===== src/rtl/spi_regfile_bridge_if.sv =====
// Register-file bus between the SPI bridge (master) and the register file (slave).
// The bridge drives address, write data and the write strobe; the register file
// returns combinational read data for the current address.
interface spi_regfile_bridge_if #(
    parameter int aw = 7,
    parameter int dw = 8
);
    logic [aw-1:0] addr_o;
    logic [dw-1:0] data_o;
    logic          wren_o;
    logic [dw-1:0] data_i;

    modport master (
        output addr_o,
        output data_o,
        output wren_o,
        input  data_i
    );

    modport slave (
        input  addr_o,
        input  data_o,
        input  wren_o,
        output data_i
    );
endinterface


===== src/rtl/spi_regfile_bridge.sv =====
// SPI slave (mode 0, MSB first) acting as the sole master of the register file.
// Frame: command byte (bit7 = R/nW, bits 6:0 = address) followed by dw data bits.
// Writes produce a one-clock wren_o pulse; reads serialise data_i onto MISO.
// Optional burst mode: define SPI_REGFILE_AUTOINC_EN to auto-increment the
// address after every data phase until cs_n is released.
module spi_regfile_bridge #(
    parameter int aw          = 7,
    parameter int dw          = 8,
    parameter int sync_stages = 2
) (
    input  logic                 clk_i,
    input  logic                 rst_n_i,
    input  logic                 spi_sck_i,
    input  logic                 spi_cs_n_i,
    input  logic                 spi_mosi_i,
    output logic                 spi_miso_o,
    output logic                 spi_miso_oe_o,
    spi_regfile_bridge_if.master rf
);

    // Synchroniser depth never drops below two flops.
    localparam int SS = (sync_stages < 2) ? 2 : sync_stages;
    // Counter wide enough for both the 8-bit command and the dw-bit data phase.
    localparam int CW = $clog2((dw > 8) ? dw : 8) + 1;

    typedef enum logic [1:0] {
        IDLE  = 2'd0,
        CMD   = 2'd1,
        DATA  = 2'd2,
        DRAIN = 2'd3
    } state_t;

    // Synchroniser chains: index 0 is the first stage, SS-1 the last.
    logic [SS-1:0] sck_sync_q, sck_sync_d;
    logic [SS-1:0] cs_sync_q,  cs_sync_d;
    logic [SS-1:0] mosi_sync_q, mosi_sync_d;

    logic sck_rise, sck_fall, cs_fall, cs_n_s, mosi_s;

    state_t        state_q, state_d;
    logic [CW-1:0] bit_cnt_q, bit_cnt_d;
    logic [7:0]    cmd_sr_q, cmd_sr_d;
    logic [dw-1:0] rx_sr_q, rx_sr_d;
    logic [dw-1:0] tx_sr_q, tx_sr_d;
    logic          rnw_q, rnw_d;
    logic          prefetch_q, prefetch_d;
    logic          inc_pend_q, inc_pend_d;
    logic [aw-1:0] addr_q, addr_d;
    logic [dw-1:0] data_q, data_d;
    logic          wren_q, wren_d;
    logic          miso_q, miso_d;

    // Shift each asynchronous SPI input into its synchroniser chain.
    always_comb begin
        sck_sync_d  = {sck_sync_q[SS-2:0],  spi_sck_i};
        cs_sync_d   = {cs_sync_q[SS-2:0],   spi_cs_n_i};
        mosi_sync_d = {mosi_sync_q[SS-2:0], spi_mosi_i};
    end

    // Edge strobes from the last two stages; levels from the last stage.
    always_comb begin
        sck_rise = sck_sync_q[SS-2] & ~sck_sync_q[SS-1];
        sck_fall = ~sck_sync_q[SS-2] & sck_sync_q[SS-1];
        cs_fall  = ~cs_sync_q[SS-2] & cs_sync_q[SS-1];
        cs_n_s   = cs_sync_q[SS-1];
        mosi_s   = mosi_sync_q[SS-1];
    end

    // State register and datapath flops; cs_n chain resets to the idle (high) level
    // so that reset release is never mistaken for a chip-select falling edge.
    always_ff @(posedge clk_i or negedge rst_n_i) begin
        if (!rst_n_i) begin
            sck_sync_q  <= '0;
            cs_sync_q   <= '1;
            mosi_sync_q <= '0;
            state_q     <= IDLE;
            bit_cnt_q   <= '0;
            cmd_sr_q    <= '0;
            rx_sr_q     <= '0;
            tx_sr_q     <= '0;
            rnw_q       <= 1'b0;
            prefetch_q  <= 1'b0;
            inc_pend_q  <= 1'b0;
            addr_q      <= '0;
            data_q      <= '0;
            wren_q      <= 1'b0;
            miso_q      <= 1'b0;
        end else begin
            sck_sync_q  <= sck_sync_d;
            cs_sync_q   <= cs_sync_d;
            mosi_sync_q <= mosi_sync_d;
            state_q     <= state_d;
            bit_cnt_q   <= bit_cnt_d;
            cmd_sr_q    <= cmd_sr_d;
            rx_sr_q     <= rx_sr_d;
            tx_sr_q     <= tx_sr_d;
            rnw_q       <= rnw_d;
            prefetch_q  <= prefetch_d;
            inc_pend_q  <= inc_pend_d;
            addr_q      <= addr_d;
            data_q      <= data_d;
            wren_q      <= wren_d;
            miso_q      <= miso_d;
        end
    end

    // Frame FSM: next state, shift registers, register-file outputs and MISO.
    always_comb begin
        state_d    = state_q;
        bit_cnt_d  = bit_cnt_q;
        cmd_sr_d   = cmd_sr_q;
        rx_sr_d    = rx_sr_q;
        tx_sr_d    = tx_sr_q;
        rnw_d      = rnw_q;
        prefetch_d = 1'b0;
        inc_pend_d = 1'b0;
        addr_d     = addr_q;
        data_d     = data_q;
        wren_d     = 1'b0;
        miso_d     = miso_q;

        case (state_q)
            IDLE: begin
                miso_d = 1'b0;
                if (cs_fall) begin
                    state_d   = CMD;
                    bit_cnt_d = '0;
                end
            end

            CMD: begin
                miso_d = 1'b0;
                if (cs_n_s) begin
                    state_d = IDLE;
                end else if (sck_rise) begin
                    cmd_sr_d  = {cmd_sr_q[6:0], mosi_s};
                    bit_cnt_d = bit_cnt_q + 1'b1;
                    if (bit_cnt_q == CW'(7)) begin
                        addr_d     = aw'(cmd_sr_d[6:0]);
                        rnw_d      = cmd_sr_d[7];
                        prefetch_d = cmd_sr_d[7];
                        bit_cnt_d  = '0;
                        state_d    = DATA;
                    end
                end
            end

            DATA: begin
                if (cs_n_s) begin
                    state_d = IDLE;
                    miso_d  = 1'b0;
                end else begin
                    // Burst step: bump the address one clock after the write strobe,
                    // then prefetch read data at the new address on the clock after.
                    if (inc_pend_q) begin
                        addr_d     = addr_q + 1'b1;
                        prefetch_d = rnw_q;
                    end
                    if (prefetch_q) begin
                        tx_sr_d = rf.data_i;
                        miso_d  = rf.data_i[dw-1];
                    end else if (rnw_q && sck_fall && (bit_cnt_q != '0)) begin
                        // The MSB is already on MISO for the first data rise; only
                        // falls after a data rise advance the shifter.
                        tx_sr_d = {tx_sr_q[dw-2:0], 1'b0};
                        miso_d  = tx_sr_q[dw-2];
                    end
                    if (sck_rise) begin
                        bit_cnt_d = bit_cnt_q + 1'b1;
                        if (!rnw_q) begin
                            rx_sr_d = {rx_sr_q[dw-2:0], mosi_s};
                        end
                        if (bit_cnt_q == CW'(dw - 1)) begin
                            bit_cnt_d = '0;
                            if (!rnw_q) begin
                                data_d = rx_sr_d;
                                wren_d = 1'b1;
                            end
`ifdef SPI_REGFILE_AUTOINC_EN
                            inc_pend_d = 1'b1;
`else
                            state_d = DRAIN;
                            miso_d  = 1'b0;
`endif
                        end
                    end
                end
            end

            DRAIN: begin
                miso_d = 1'b0;
                if (cs_n_s) begin
                    state_d = IDLE;
                end
            end

            default: begin
                state_d = IDLE;
                miso_d  = 1'b0;
            end
        endcase
    end

    // Register-file and pad outputs.
    always_comb begin
        rf.addr_o     = addr_q;
        rf.data_o     = data_q;
        rf.wren_o     = wren_q;
        spi_miso_o    = miso_q;
        spi_miso_oe_o = ~cs_n_s & (state_q != IDLE);
    end

endmodule


===== src/flat_wrapper.sv =====
// flat-port wrapper written by rule: the top's interface ports become plain ports
module spi_regfile_bridge_flat 
#(
    parameter int aw          = 7,
    parameter int dw          = 8,
    parameter int sync_stages = 2
)
  (clk_i, rst_n_i, spi_sck_i, spi_cs_n_i, spi_mosi_i, spi_miso_o, spi_miso_oe_o, rf_addr_o, rf_data_o, rf_wren_o, rf_data_i);
  spi_regfile_bridge_if #(.aw(aw), .dw(dw)) rf_i ();
  input  logic clk_i;
  input  logic rst_n_i;
  input  logic spi_sck_i;
  input  logic spi_cs_n_i;
  input  logic spi_mosi_i;
  output logic spi_miso_o;
  output logic spi_miso_oe_o;
  output wire logic [$bits(rf_i.addr_o)-1:0] rf_addr_o;
  output wire logic [$bits(rf_i.data_o)-1:0] rf_data_o;
  output wire logic [$bits(rf_i.wren_o)-1:0] rf_wren_o;
  input wire logic [$bits(rf_i.data_i)-1:0] rf_data_i;
  assign rf_addr_o = rf_i.addr_o;
  assign rf_data_o = rf_i.data_o;
  assign rf_wren_o = rf_i.wren_o;
  assign rf_i.data_i = rf_data_i;
  spi_regfile_bridge #(.aw(aw), .dw(dw), .sync_stages(sync_stages)) u_core (.clk_i(clk_i), .rst_n_i(rst_n_i), .spi_sck_i(spi_sck_i), .spi_cs_n_i(spi_cs_n_i), .spi_mosi_i(spi_mosi_i), .spi_miso_o(spi_miso_o), .spi_miso_oe_o(spi_miso_oe_o), .rf(rf_i));
endmodule

===== config.mk =====
export PLATFORM = sky130hd
export DESIGN_NAME = spi_regfile_bridge_flat
export DESIGN_NICKNAME = d
export VERILOG_FILES = /design/src/rtl/spi_regfile_bridge_if.sv /design/src/rtl/spi_regfile_bridge.sv /design/src/flat_wrapper.sv
export SDC_FILE = /design/constraint.sdc
export NUM_CORES = 1
export LEC_CHECK = 0
export CORE_MARGIN = 2
export CORE_UTILIZATION = 53
export CTS_CLUSTER_SIZE = 40
export DETAILED_ROUTE_END_ITERATION = 10
export PLACE_DENSITY = 0.75
export SYNTH_ARGS = -nofsm -noshare
export SYNTH_HDL_FRONTEND = slang
export SYNTH_SLANG_ARGS = --single-unit

===== constraint.sdc =====
create_clock -name clk_i -period 1.99 [get_ports clk_i]
set_input_delay 0.199 -clock clk_i [delete_from_list [all_inputs] [get_ports clk_i]]
set_output_delay 0.199 -clock clk_i [all_outputs]
set_load 0.01 [all_outputs]

==> reports/metrics.yaml, run 1 <==
sta:
  relSlewSlack: 0.587
  setup-violations-final: 0
  fin_setup_tns_ps: 0
  max_freq_ghz: 0.538
  slew_violations: 0
  fin_ws_ps: 131
  worst_pin_slew_ps: 620
  finalClockSkew_ps: 9.37
  hold_viol: 28
  whs_ps: -17.7
  rsz0062_at_grt: "false"
  finalCritPeriodShare: 0.934
  period_needed_ps: 1860
setup_path:
  cp-start-kind: "flop"
  crit_required_ps: 1790
  path_class: "flop to output port"
  end_kind: "output port"
  worstPathArrival_ps: 1660
  critPathMaxFanout: 7
floorplan:
  die_h_um: 69.0
  dieArea_um2: 4760
  start_util: 0.555
  io_pins: 31
  std_cell_rows: 23
  core_um2: 4030
  fp.dieW_um: 69.0
cts:
  cts_buffers: 5
  clk_latency_ps: 310
  cts.sinks: 52
  hold_buffers: 0
  clockBufferDepth: 2
  clock_tree.root_cell: "clkbuf_8"
  htree_num_levels: 2
  path_clk_slew_ps: 100
  cts_tree: "built"
logic_synthesis:
  yosysSeqAreaShare: 0.583
  synth_cells: 166
  synthMostInstantiatedCell: "dfrtp_1"
  yosysUniqueCellTypes: 39
  synth_top_area_share: 0.559
  ys_ff_latch: 52
  ys_top_cells_by_area: "dfrtp_1, mux2_2, ha_1, o22ai_1, dfstp_2"
  yosys_warnings: 0
  async_reset_ff_frac: 1.00
  synth_area_per_cell_um2: 13.5
  synth_area_um2: 2240
  syn_nets: 185
  synth_ff_type: "dfrtp_1"
  synth_edf_count: 0
  yosysTopAreaCell: "dfrtp_1"
  ys_top_cells_by_count: "dfrtp_1, mux2_2, o22ai_1"
finish:
  nets: 225
  final_util: 0.672
  stdcell_count: 257
  fill_cells: 304
  syn_to_final_growth_pct: 21.1
  sequential_cell_area_um2: 1300
  antennaDiodeCount: 0
  drive_above_1_share: 0.266
  multiInputGateArea_um2: 883
detailed_routing:
  first_iter_violations: 67
  vias: 1434
  routedWlPerCell_um: 15.5
  ant_nets: 0
  dr.pass1.iters: 4
  drcViolationCount: 0
  drt_wl_total_um: 3990
  via_per_inst: 5.58
placed_design:
  gp_congestion: 0.843
  place_hpwl_um: 2840
  dp_slack_ps: 150
  port_buffers: 30
  post-place-cells: 248
global_route:
  antenna_found_initial: 0
  grt_overflow: 0
  grt_usage: 0.193
  grt_max_degree: 53
  grt_pass1_vias: 1429
  grt_pass1_wl_um: 6650
pwr:
  p_seq_frac: 0.546
  ir_drop_uv: 564
  power_uw: 2300
  p_leak_uw: 0.00125
  switching_share: 0.288
  pwr-share-clk: 0.258
  p_per_area_nw_per_um2: 850
  p_int_uw: 1640
  power_frac_comb: 0.195
  p_switching_uw: 662
run_status:
  violations: "negative hold slack"
  status: "finished, violations left"
job:
  cap_violations: 0
worst_hold_path:
  hold_path.class: "input port to async pin"
==> layer usage <==
metal,global-route usage,up-vias,wire length [µm]
li1,-,683,-
met1,0.245,708,1750
met4,0.0907,0,76
met5,0,-,0
met3,0.0438,7,182
met2,0.315,36,1980
==> what timing repair did <==
action	in CTS	in global routing
setup buffers	0	1
gates resized for setup	0	1
endpoints found under the setup margin	0	2
==> sequential cells by signal, indices dropped and copies added (netlist names) <==
register,count
u_core.bit_cnt_q,4
u_core.rf.wren_o,1
u_core.mosi_sync_q,2
u_core.sck_sync_q,2
u_core.cmd_sr_q,7
u_core.rnw_q,1
u_core.prefetch_q,1
u_core.tx_sr_q,7
u_core.cs_sync_q,2
u_core.rx_sr_q,7
u_core.state_q,2
u_core.rf.data_o,8
u_core.spi_miso_o,1
u_core.rf.addr_o,7
==> cell families (layout without fill, tap and decap cells) <==
group                    Yosys count  in the layout  share of synthesized area
adder cells (fa/ha/maj)            6              6                     0.0336
XOR/XNOR                           1              1                    0.00392
AO/OA/AOI/OAI                     31             31                     0.0895
flip-flops                        52             52                      0.583
AND/OR/NAND/NOR                   33             33                      0.107
multiplexers                      32             32                      0.160
buffers and inverters             11             52                     0.0235
==> area by class of cell <==
type,count,area share
sequential,52,0.481
timing repair buffer,36,0.126
tap,50,0.0231
clock buffer,6,0.0268
clock inverter,2,0.00600
inverter,8,0.0111
multi-input combinational,103,0.326
==> final timing paths <==
kind	startpoint	endpoint	slack (ps)	cells past startpoint
max	u_core.state_q[0]	spi_miso_oe_o	130	4
min	rst_n_i	u_core.tx_sr_q[4]	-20	2
min in group clk_i	spi_cs_n_i	u_core.cs_sync_q[0]	290	1
max in group asynchronous	rst_n_i	u_core.rx_sr_q[6]	1590	2
max reg2reg	u_core.bit_cnt_q[0]	u_core.rf.addr_o[4]	170	4
min reg2reg	u_core.mosi_sync_q[0]	u_core.mosi_sync_q[1]	360	0
==> power groups by stage <==
stage                     registers (µW)  clock network [µW]  logic (µW)
final                               1260                 595         450
after global placement              1270                   0         420
after detailed placement            1280                   0         440
after global routing                1280                 651         503
after floorplan                     1250                   0         318
after CTS                           1260                 610         447
==> through the flow <==
step | instance area (µm²) | hold slack, ps
after floorplan | 2240 | -96.6
after global placement | 2610 | 333
after detailed placement | 2610 | 345
after CTS | 2700 | 10.3
after global routing | 2710 | 49.9
final | 2710 | -17.7
==> layout by cell type (no fill, tap or decap), types with 2 or more instances in the layout <==
| cell | count |
|---|---|
| mux2_2 | 30 |
| mux2i_1 | 2 |
| o21ai_0 | 4 |
| a2bb2oi_1 | 2 |
| clkbuf_8 | 5 |
| a22o_1 | 2 |
| nand2_1 | 5 |
| a21oi_1 | 7 |
| buf_4 | 6 |
| nand3_1 | 4 |
| nand2b_4 | 2 |
| o22ai_1 | 10 |
| inv_1 | 8 |
| dfstp_2 | 2 |
| dfrtp_1 | 50 |
| nor2_1 | 8 |
| ha_1 | 5 |
| clkdlybuf4s50_1 | 29 |
==> critical path, cell delays in order (launching register included) <==
cell and delay (ps):
dfrtp_1 390, inv_1 90, ha_2 240, nor2_1 100, clkdlybuf4s50_1 540
Note: power is estimated with default switching activity, not from simulation.
==> run 2: changes to the inputs <==
CORE_ASPECT_RATIO = 0.8   (was not set)
==> run 2 against run 1 <==
- the flow now finishes without violations
- clock power grew 1%
- sequential power about the same
- final cell count is 2.3% higher
- wire length is 4.2% lower
- critical path depth stayed put
- cell area rose by 0.37%
- register-to-register slack hardly changed
- critical endpoint unchanged
==> reports/metrics.yaml, run 2 (synthesis gave the netlist of run 1 again) <==
global_route:
  grt_pass1_wl_um: 6890
  antenna_found_initial: 0
  grt_overflow: 0
  grt_max_degree: 53
  grt_pass1_vias: 1528
  grt_usage: 0.180
placed_design:
  post-place-cells: 255
  place_hpwl_um: 2690
  gp_congestion: 0.790
  port_buffers: 30
finish:
  antennaDiodeCount: 0
  final_common_cell: "dfrtp_1"
  final_util: 0.659
  syn_to_final_growth_pct: 21.5
  largest_reg_flops: 8
  stdcell_count: 263
  layout_common_cells: "dfrtp_1, mux2_2, clkdlybuf4s50_1"
  nets: 224
  drive_above_1_share: 0.267
job:
  cap_violations: 0
sta:
  finalClockSkew_ps: 4.69
  worst_pin_slew_ps: 627
  hold_viol: 0
  setup-violations-final: 0
  rsz0062_at_grt: "false"
  slew_violations: 0
  relSlewSlack: 0.582
  max_freq_ghz: 0.538
  finalCritPeriodShare: 0.934
  fin_setup_tns_ps: 0
  period_needed_ps: 1860
detailed_routing:
  first_iter_violations: 70
  drt_wl_total_um: 3820
  routedWlPerCell_um: 14.5
  vias: 1460
  via_per_inst: 5.55
  drcViolationCount: 0
  ant_nets: 0
  dr.pass1.iters: 4
floorplan:
  io_pins: 31
  dieArea_um2: 4760
  fp.dieW_um: 76.6
  core_um2: 4130
  die_h_um: 62.1
  start_util: 0.542
  std_cell_rows: 21
setup_path:
  critPathMaxFanout: 7
  reg2reg_slack_ps: 160
  rr_startpoint: "u_core.bit_cnt_q[1]"
  worstPathArrival_ps: 1660
  r2r-end: "u_core.rf.addr_o[2]"
  reg2reg_depth: 4
  path_class: "flop to output port"
  cp-start-kind: "flop"
  crit_required_ps: 1790
  end_kind: "output port"
cts:
  clk_latency_ps: 300
  path_clk_slew_ps: 90
  hold_buffers: 0
  cts.sinks: 52
  cts_tree: "built"
  htree_num_levels: 2
  cts_buffers: 5
  clockBufferDepth: 2
  clock_tree.root_cell: "clkbuf_8"
pwr:
  p_leak_uw: 0.00125
  ir_drop_uv: 465
  power_uw: 2320
  p_per_area_nw_per_um2: 853
run_status:
  status: "complete, no violations"
worst_hold_path:
  hold_path.class: "input port to async pin"
-- run 2: changes by cell type in the layout (fill, tap and decap cells not counted) --
cell | before | now
buf_4 | 6 | 5
clkbuf_8 | 5 | 6
clkinv_4 | 1 | 0
or4_1 | 1 | 0
or4_4 | 0 | 1
-- run 2: repair_timing --
action                                  4_1_cts  5_1_grt
gates resized for setup                       0        2
endpoints found under the setup margin        0        1
buffers inserted                              0        0
-- run 2: worst max-delay path by stage --
stage	end	cells past startpoint	slack (ps)	startpoint
2_1_floorplan	u_core.bit_cnt_q[3]	6	190	u_core.state_q[0]
3_3_place_gp	u_core.bit_cnt_q[3]	6	230	u_core.state_q[1]
3_5_place_dp	u_core.bit_cnt_q[3]	6	120	u_core.state_q[0]
4_1_cts	spi_miso_oe_o	4	40	u_core.state_q[1]
5_1_grt	u_core.spi_miso_o	7	30	u_core.bit_cnt_q[1]
6_report	spi_miso_oe_o	4	130	u_core.state_q[1]
-- run 2: worst max-delay path: stages (launching register included) --
cell and delay [ps]:
dfrtp_1 420, inv_1 90, ha_2 230, nor2_1 100, clkdlybuf4s50_1 540
-- run 2: final cells by class --
cell class,count,area [µm²]
flip-flops and latches,52,1300
multi-input cells,103,887
fillers,310,1410
clock inverters,1,7.51
inverters,8,30.0
repair buffers,35,333
well taps,57,71.3
clock buffers,7,86.3
-- run 2: routing by layer --
layer  vias up  global-route usage  wire, µm
li1        678                   -         -
met1       733               0.243      1800
met2        45               0.281      1770
met3         4              0.0451       206
met4         0              0.0750        34
met5         -                   0         0
-- run 2: through the flow --
stage	area (µm²)	setup WS, ps	hold slack (ps)
2_1_floorplan	2240	191	-96.6
3_3_place_gp	2620	227	336
3_5_place_dp	2620	123	337
4_1_cts	2710	44.1	26.4
5_1_grt	2720	26.9	66.2
6_report	2720	132	2.85
-- run 2: where the power goes --
part / total, µW / leakage [µW] / switching [µW] / internal, µW
combinational: 454 / 0.000511 / 225 / 229
clock: 602 / 0.0000445 / 319 / 283
sequential: 1260 / 0.000694 / 102 / 1160
==> RTL edit (config.mk and constraints of run 1) <==
Re-encode `state_t` (4 states) as one-hot, 4 bits wide.
--- a/src/rtl/spi_regfile_bridge.sv
+++ b/src/rtl/spi_regfile_bridge.sv
@@ -25,7 +25,7 @@
 
-    typedef enum logic [1:0] {
-        IDLE  = 2'd0,
-        CMD   = 2'd1,
-        DATA  = 2'd2,
-        DRAIN = 2'd3
+    typedef enum logic [3:0] {
+        IDLE  = 4'b0001,
+        CMD   = 4'b0010,
+        DATA  = 4'b0100,
+        DRAIN = 4'b1000
     } state_t;
Behaviour: no difference found for any inputs over 10 cycles, from zero or initial values and one cycle with rst_n_i low; not proved beyond that.
==> RTL edit against run 1 <==
Worst setup slack lost 0.055 ns; register-to-register slack lost 0.09 ns; sequential cell count increased by 2; die area up 4.5%; wire length rose by 5.8%; synthesized area up 4.8%; non-clock buffer count grew 7; cell area rose by 4.6%; first-iteration DRC count down 18%.
Power is not compared: it rests on default switching activity, and its combinational part moved more than twofold at a synthesized area within 25%.
==> RTL edit: results (changes against run 1) <==
[global_routing]
grt_max_degree = 23  ; -57%
grt_usage_pct = 18.8  ; -0.52 points
grt_pass1_wl_um = 7320  ; +10%
grt_pass1_vias = 1594  ; +12%

[layout]
drive_above_1_share_pct = 29.5  ; +3.0 points
nNetsFinal = 235  ; +4.4%

[outcome]
status = complete, no violations

[setup_path]
cpMaxStageDelayCell = or4_4
reg2reg_depth = 3  ; -1
arrival_ns = 2.11  ; +0.45 ns
path_delay_family = simple AND/OR/NAND/NOR gates
reg2reg_to = u_core.rf.data_o[2]
ff2ff_setup_slack_ns = 0.08  ; -0.09 ns
cp_slowest_stage_delay_ns = 0.63  ; +0.09 ns
worstPathMaxFanout = 13  ; +6
regToRegStartpoint = u_core.sck_sync_q[1]

[drt]
routed_via_density = 5.48  ; -1.8%
detail_route.wl_per_cell_um = 15.5  ; about the same
drt_iter0_drc = 55  ; -18%

[place]
routabilityCongestion = 0.819  ; -2.8%
place_area_sq_um = 2740  ; +4.8%
place_hpwl_um = 3080  ; +8.3%

[sta]
finClkSkew_ns = 0.00543  ; -0.00394 ns
worst_slew_pin_slew_ns = 0.498  ; -0.122 ns

[synthesis]
synthTopCellsByArea = dfrtp_1, mux2_2, dfstp_2, mux2i_1, o21ai_0
async_flop_share_pct = 100  ; unchanged
synth_fp_nets = 195  ; +5.4%
synth.yosys.seq_area_share_pct = 57.8  ; -0.49 points
synthTopCellsByCount = dfrtp_1, mux2_2, nand2_1, nor2_1
post_synth_num_cell_types = 38  ; -2.6%

[power]
cellLeakagePower_nw = 1.30

[hold_path]
hp-class = in -> reg

==> RTL edit: cell types whose count changed in the layout (fill, tap and decap cells not counted), sizes merged, moves of 4 or more <==
cell	delta
a21oi	-4
buf	+6
ha	-4
mux2	+7
mux2i	+4
o22ai	-10
==> RTL edit: through the flow <==
stage	total power, mW	instances	hold WS [ns]	setup WS, ns	util, %
floorplan	1.18	180	-0.0966	-0.0197	-
global placement	1.23	264	0.183	0.135	63.7
detailed placement	1.24	264	0.198	0.0906	63.7
CTS	1.83	272	0.283	0.0718	65.9
global route	1.88	272	0.296	0.00839	66.0
finish	1.80	272	0.294	0.0753	66.0
==> RTL edit: power by group <==
| group | leakage (nW) | switching (mW) | internal, mW | total (mW) |
|---|---|---|---|---|
| Sequential | 0.729 | 0.0135 | 1.11 | 1.13 |
| Clock | 0.0444 | 0.341 | 0.243 | 0.585 |
| Combinational | 0.531 | 0.0461 | 0.0438 | 0.0899 |
| Total | 1.30 | 0.401 | 1.40 | 1.80 |
==> RTL edit: worst reg2reg max path, delay by kind of cell, from the launching register on <==
kind,cells,cell delay [ns]
flops,1,0.43
mux,1,0.34
simple gates,2,1.04
==> RTL edit: worst max-delay path by stage <==
stage / slack, ns / startpoint / cells past startpoint / end
4_1_cts: 0.07 / u_core.state_q[3] / 5 / u_core.tx_sr_q[6]
3_3_place_gp: 0.14 / u_core.state_q[0] / 3 / u_core.cmd_sr_q[2]
2_1_floorplan: -0.02 / u_core.rnw_q / 6 / u_core.rf.data_o[2]
3_5_place_dp: 0.09 / u_core.state_q[3] / 5 / u_core.tx_sr_q[6]
6_report: 0.08 / u_core.sck_sync_q[1] / 3 / u_core.rf.data_o[2]
5_1_grt: 0.008 / u_core.state_q[3] / 3 / u_core.cmd_sr_q[1]
==> RTL edit: cell families (layout without fill, tap and decap cells) <==
family | Yosys count | count (layout) | share of synthesized area [%]
buf+inv | 17 | 57 | 3.79
fa+ha+maj | 2 | 2 | 1.07
xor+xnor | 2 | 2 | 0.747
flops | 54 | 54 | 57.8
simple gates | 40 | 40 | 10.0
mux | 43 | 43 | 20.5
compound gates | 22 | 22 | 6.08
==> RTL edit: layout make-up <==
cell class | instances | area, sq um
inverter | 7 | 26.3
sequential | 54 | 1360
fill | 324 | 1460
clock inverter | 2 | 13.8
multi-input combinational | 109 | 910
tap | 52 | 65.1
clock buffer | 5 | 68.8
timing repair buffer | 43 | 395
==> RTL edit: per-layer routing <==
layer  vias up  part of all wire, %  track usage [%]
li1        714                    -                -
met1       725                   45             23.9
met2        43                   48             31.1
met3         8                  5.3             4.91
met4         0                  1.8             7.05
met5         -                    0                0
==> RTL edit: timing repair <==
item,4_1_cts,5_1_grt
hold endpoints to repair,17,0
gates resized for setup,0,2
hold buffers,1,0
setup endpoints to repair,0,6
